<file path="src/rtl/bpsk_modulator.sv">
// bpsk_modulator: BPSK carrier source, free-running DDS with per-symbol polarity from a one-deep bit buffer
// Ports: sys_clk/sys_rst_n clock and async active-low reset; bit_data/bit_valid/bit_ready bit handshake;
// d_out signed 8-bit carrier sample; sym_strobe pulse 2 cycles ahead of a new symbol on d_out; busy running or holding.
module bpsk_modulator #(
  parameter int PHASE_W = 32,
  parameter logic [PHASE_W-1:0] FCW = PHASE_W'(85899346),
  parameter int CYCLES_PER_SYMBOL = 100
) (
  input  logic              sys_clk,
  input  logic              sys_rst_n,
  input  logic              bit_data,
  input  logic              bit_valid,
  output logic              bit_ready,
  output logic signed [7:0] d_out,
  output logic              sym_strobe,
  output logic              busy
);
  localparam int CW = CYCLES_PER_SYMBOL > 1 ? $clog2(CYCLES_PER_SYMBOL) : 1;
  localparam logic [CW-1:0] LAST = CW'(CYCLES_PER_SYMBOL - 1);
  localparam logic [6:0] QSIN [0:64] = '{
    0, 3, 6, 9, 12, 16, 19, 22, 25, 28, 31, 34, 37, 40, 43, 46,
    49, 51, 54, 57, 60, 63, 65, 68, 71, 73, 76, 78, 81, 83, 85, 88,
    90, 92, 94, 96, 98, 100, 102, 104, 106, 107, 109, 111, 112, 113, 115, 116,
    117, 118, 120, 121, 122, 122, 123, 124, 125, 125, 126, 126, 126, 127, 127, 127,
    127};
  typedef enum logic {IDLE, RUN} state_t;
  state_t              r_state, w_state_nx;
  logic [PHASE_W-1:0]  r_phase;
  logic [PHASE_W:0]    w_sum;
  logic                w_wrap, w_load, w_accept, w_hold_nx;
  logic [CW-1:0]       r_cyc, w_cyc_nx;
  logic                r_hold_valid, r_hold_bit, r_cur_bit, w_cur_bit_nx;
  logic [7:0]          w_idx;
  logic [6:0]          w_qaddr, w_mag;
  logic signed [7:0]   w_lut, r_lut;
  logic                r_en, r_neg;
  assign w_sum     = {1'b0, r_phase} + {1'b0, FCW};
  assign w_wrap    = w_sum[PHASE_W];
  assign w_accept  = bit_valid & bit_ready;
  // accept and load never coincide: accepting requires an empty buffer
  assign w_hold_nx = w_accept | (r_hold_valid & ~w_load);
  always_comb begin
    w_state_nx   = r_state;
    w_cyc_nx     = r_cyc;
    w_cur_bit_nx = r_cur_bit;
    w_load       = 1'b0;
    if (w_wrap) begin
      if (r_state == IDLE || r_cyc == LAST) begin
        w_load       = r_hold_valid;
        w_state_nx   = r_hold_valid ? RUN : IDLE;
        w_cyc_nx     = '0;
        w_cur_bit_nx = r_hold_valid ? r_hold_bit : r_cur_bit;
      end else
        w_cyc_nx = r_cyc + CW'(1);
    end
  end
  // quarter-wave lookup: mirror the address in odd quadrants, negate in the lower half
  assign w_idx   = r_phase[PHASE_W-1 -: 8];
  assign w_qaddr = w_idx[6] ? 7'd64 - {1'b0, w_idx[5:0]} : {1'b0, w_idx[5:0]};
  assign w_mag   = QSIN[w_qaddr];
  assign w_lut   = w_idx[7] ? -$signed({1'b0, w_mag}) : $signed({1'b0, w_mag});
  always_ff @(posedge sys_clk or negedge sys_rst_n) begin
    if (!sys_rst_n) begin
      r_phase      <= '0;
      r_state      <= IDLE;
      r_cyc        <= '0;
      r_cur_bit    <= 1'b0;
      r_hold_valid <= 1'b0;
      r_hold_bit   <= 1'b0;
      bit_ready    <= 1'b0;
      busy         <= 1'b0;
      sym_strobe   <= 1'b0;
      r_lut        <= '0;
      r_en         <= 1'b0;
      r_neg        <= 1'b0;
      d_out        <= '0;
    end else begin
      r_phase      <= w_sum[PHASE_W-1:0];
      r_state      <= w_state_nx;
      r_cyc        <= w_cyc_nx;
      r_cur_bit    <= w_cur_bit_nx;
      r_hold_valid <= w_hold_nx;
      r_hold_bit   <= w_accept ? bit_data : r_hold_bit;
      bit_ready    <= ~w_hold_nx;
      busy         <= (w_state_nx == RUN) | w_hold_nx;
      sym_strobe   <= w_load;
      r_lut        <= w_lut;
      r_en         <= r_state == RUN;
      r_neg        <= ~r_cur_bit;
      d_out        <= r_en ? (r_neg ? -r_lut : r_lut) : '0;
    end
  end
endmodule
</file>
<file path="config.mk">
export PLATFORM = sky130hd
export DESIGN_NAME = bpsk_modulator
export DESIGN_NICKNAME = d
export VERILOG_FILES = /design/src/rtl/bpsk_modulator.sv
export SDC_FILE = /design/constraint.sdc
export NUM_CORES = 1
export LEC_CHECK = 0
export CORE_MARGIN = 2
export CORE_UTILIZATION = 59
export CTS_BUF_LIST = sky130_fd_sc_hd__clkbuf_4 sky130_fd_sc_hd__clkbuf_8 sky130_fd_sc_hd__clkbuf_16
export CTS_CLUSTER_SIZE = 25
export DETAILED_ROUTE_END_ITERATION = 10
export PLACE_DENSITY = 0.78
export SLEW_MARGIN = 5
export SYNTH_ARGS = -nofsm -noshare
export SYNTH_HDL_FRONTEND = slang
export SYNTH_SLANG_ARGS = --single-unit
</file>
<file path="constraint.sdc">
create_clock -name sys_clk -period 9.4 [get_ports sys_clk]
set_input_delay 2.35 -clock sys_clk [delete_from_list [all_inputs] [get_ports sys_clk]]
set_output_delay 2.35 -clock sys_clk [all_outputs]
set_load 0.01 [all_outputs]
</file>
==> results.toml <==
[clock_network]
cts_tree = "yes"
postCtsSetupBuffers = 0
cts_max_level = 3
cts-root-buf = "clkbuf_8"
clockBufferDepth = 2
path_clk_slew_ps = 80
ctsHoldBuffers = 0
cts_resized = 0
clkSinkCount = 63
clkLatencyLatePin_ps = 330
cts_made_buffers = 9

[route]
num_vias = 2916
via_per_inst = 5.95
antenna_left = 0
first_iter_violations = 161
wirelength_mm = 7.50
drcViolationCount = 0
wl_per_cell_um = 15.3
firstDrtPassIters = 4

[die]
die_width_um = 84.9
die_h_um = 84.9
rows = 29
dieArea_mm2 = 0.00721
core_area_mm2 = 0.00635
io-pin-count = 15
initial_utilization = 0.609

[cells_and_area]
final_area_mm2 = 0.00421
nFillCells = 508
regArea_mm2 = 0.00158
syn_to_final_growth_pct = 8.81
drive_gt1_frac = 0.102
stdcell_count = 490
n_antenna_cell = 0
final_nets = 428
multiInputGateArea_mm2 = 0.00214

[placement]
detailed_place_hpwl_mm = 5.37
post-place-ws_ps = 5310
gp_congestion = 1.01
placed_cells = 475
portBuffers = 14
dpl_cell_area_mm2 = 0.00403

[timing]
worst_slack_ps = 5230
fin_tns_setup_ps = 0
relSlewSlack = 0.222
rsz0062_at_grt = "false"
finalCriticalPeriod_ps = 4170
tightest_slew_ps = 1160
fin_crit_sh = 0.443
fin_skew_ps = 13.7
max_freq_mhz = 240
whs_ps = 428
slew_viol_final = 0
setup-violations-final = 0
hold_viol = 0

[global_routing]
grt_pass1_vias = 2808
antenna_found_initial = 0
grt_overflow_total = 0
grt_start_max_net_pins = 64
grtUsageTotal = 0.224
grt_pass1_wl_mm = 13.0

[pwr]
p_int_mw = 0.384
vdd_drop_max_v = 0.000107
p_per_area_mw_per_mm2 = 119
combPwrFrac = 0.025
leakagePower_nw = 1.96
swShare = 0.231
pwr-share-seq = 0.550
power.share.clock = 0.425
p_sw_mw = 0.115

[setup_path]
reg2reg_depth = 12
r2r_end = "r_lut[4]"
crit_fanout = 15
cp-start-kind = "flop"
r2r_setup_slack_ps = 5230
cp-startpoint = "r_phase[24]"
worst-endpoint-required_ps = 9600
endpoint_kind = "flop"
cp_cell_sequence = "inv_1 -> ha_1 -> nand2b_2 -> xnor2_1 -> nand2_1 -> a311oi_1 -> nor4_1 -> or2_2 -> ha_1 -> inv_1 -> o31ai_4 -> xor2_1"
path_buf_inv = 2
slowest_stage = "xnor2_1"
worst-setup-path-type = "flop to flop"
reg2reg_from = "r_phase[24]"
worst_ep_arrival_time_ps = 4360
cpPeakStageDelay_ps = 940
crit_family = "XOR/XNOR gates"

[logic_synthesis]
synthMostInstantiatedCell = "dfrtp_1"
ys_ff_latch = 63
avgSynthCellArea_um2 = 9.71
yosysTopAreaCellShare = 0.408
synthTopCellsByArea = "dfrtp_1, xnor2_1, ha_1, xor2_1, o21ai_0"
synth_flop_cell = "dfrtp_1"
ys_warn_count = 0
async_reset_ff_frac = 1.00
yosys.area.top_type = "dfrtp_1"
synth_cells = 398
ys_top_cells_by_count = "dfrtp_1, nand2_1, o21ai_0"
synth_area_mm2 = 0.00386
synth_nets = 417
synth-edff-count = 0
synth.distinct_cells = 67
ys_seq_area_frac = 0.408

[hold_path]
min_path_type = "flop to flop"
min_path_cells = 1
hold_end = "r_neg"
hold_start = "r_cur_bit"

[flow_run]
max_cap_viol_count = 0

[status]
status = "finished clean"
[worst max-delay path by stage]
stage | end | depth (start not counted)
finish | r_lut[4] | 12
global route | r_lut[4] | 12
detailed placement | r_lut[4] | 12
floorplan | r_lut[6] | 14
CTS | r_lut[4] | 12
global placement | r_lut[4] | 13
[cell type report]
cell class              instances  area share
multi-input cells             301       0.508
flip-flops and latches         63       0.375
repair buffers                 16      0.0357
clock buffers                  11      0.0345
well taps                      77      0.0229
inverters                      18      0.0161
clock inverters                 4     0.00744
[cell families after synthesis]
| group | count (synthesis) | synth area share |
|---|---|---|
| simple gates | 136 | 0.186 |
| flops | 63 | 0.408 |
| buf+inv | 34 | 0.0388 |
| fa+ha+maj | 15 | 0.0486 |
| xor+xnor | 47 | 0.115 |
| mux | 9 | 0.0272 |
| compound gates | 94 | 0.176 |
[power by group through the flow]
stage,clock network [mW],registers [mW],logic (mW)
3_3_place_gp,0,0.280,0.0128
4_1_cts,0.218,0.275,0.0133
6_report,0.212,0.275,0.0127
5_1_grt,0.231,0.275,0.0150
2_1_floorplan,0,0.280,0.00404
3_5_place_dp,0,0.280,0.0133
[cells in the final DEF, fill, tap and decap left out, drive strengths merged, types with 6 or more instances in the layout]
cell and n:
nand2b 12, a21oi 19, nand3 11, and2 7
dfrtp 63, nand2 33, xnor2 27, o31ai 10
nand4 6, clkdlybuf4s50 13, nor2 26, inv 19
mux2i 6, clkbuf 11, ha 15, o21ai 30
nor2b 6, nor3 14, xor2 20
[sequential cells by signal, indices dropped and copies added (netlist names)]
signal and cells:
sym_strobe 1, d_out 8, bit_ready 1, r_hold_valid 1
r_neg 1, r_phase 31, r_cyc 7, r_en 1
r_state 1, r_lut 8, busy 1, r_cur_bit 1
r_hold_bit 1
[routing by layer]
| metal | vias to the layer above | track usage | wire (um) | share of wire |
|---|---|---|---|---|
| li1 | 1422 | - | - | - |
| met1 | 1416 | 0.301 | 3410 | 0.45 |
| met2 | 69 | 0.357 | 3660 | 0.49 |
| met3 | 9 | 0.0516 | 330 | 0.044 |
| met4 | 0 | 0.0808 | 104 | 0.014 |
| met5 | - | 0 | 0 | 0 |
[per-stage QoR]
stage	utilization	total power [mW]
6_report	0.662	0.500
3_5_place_dp	0.634	0.293
4_1_cts	0.662	0.507
5_1_grt	0.662	0.521
2_1_floorplan	-	0.284
3_3_place_gp	0.634	0.293
(Power assumes the default switching activity.)
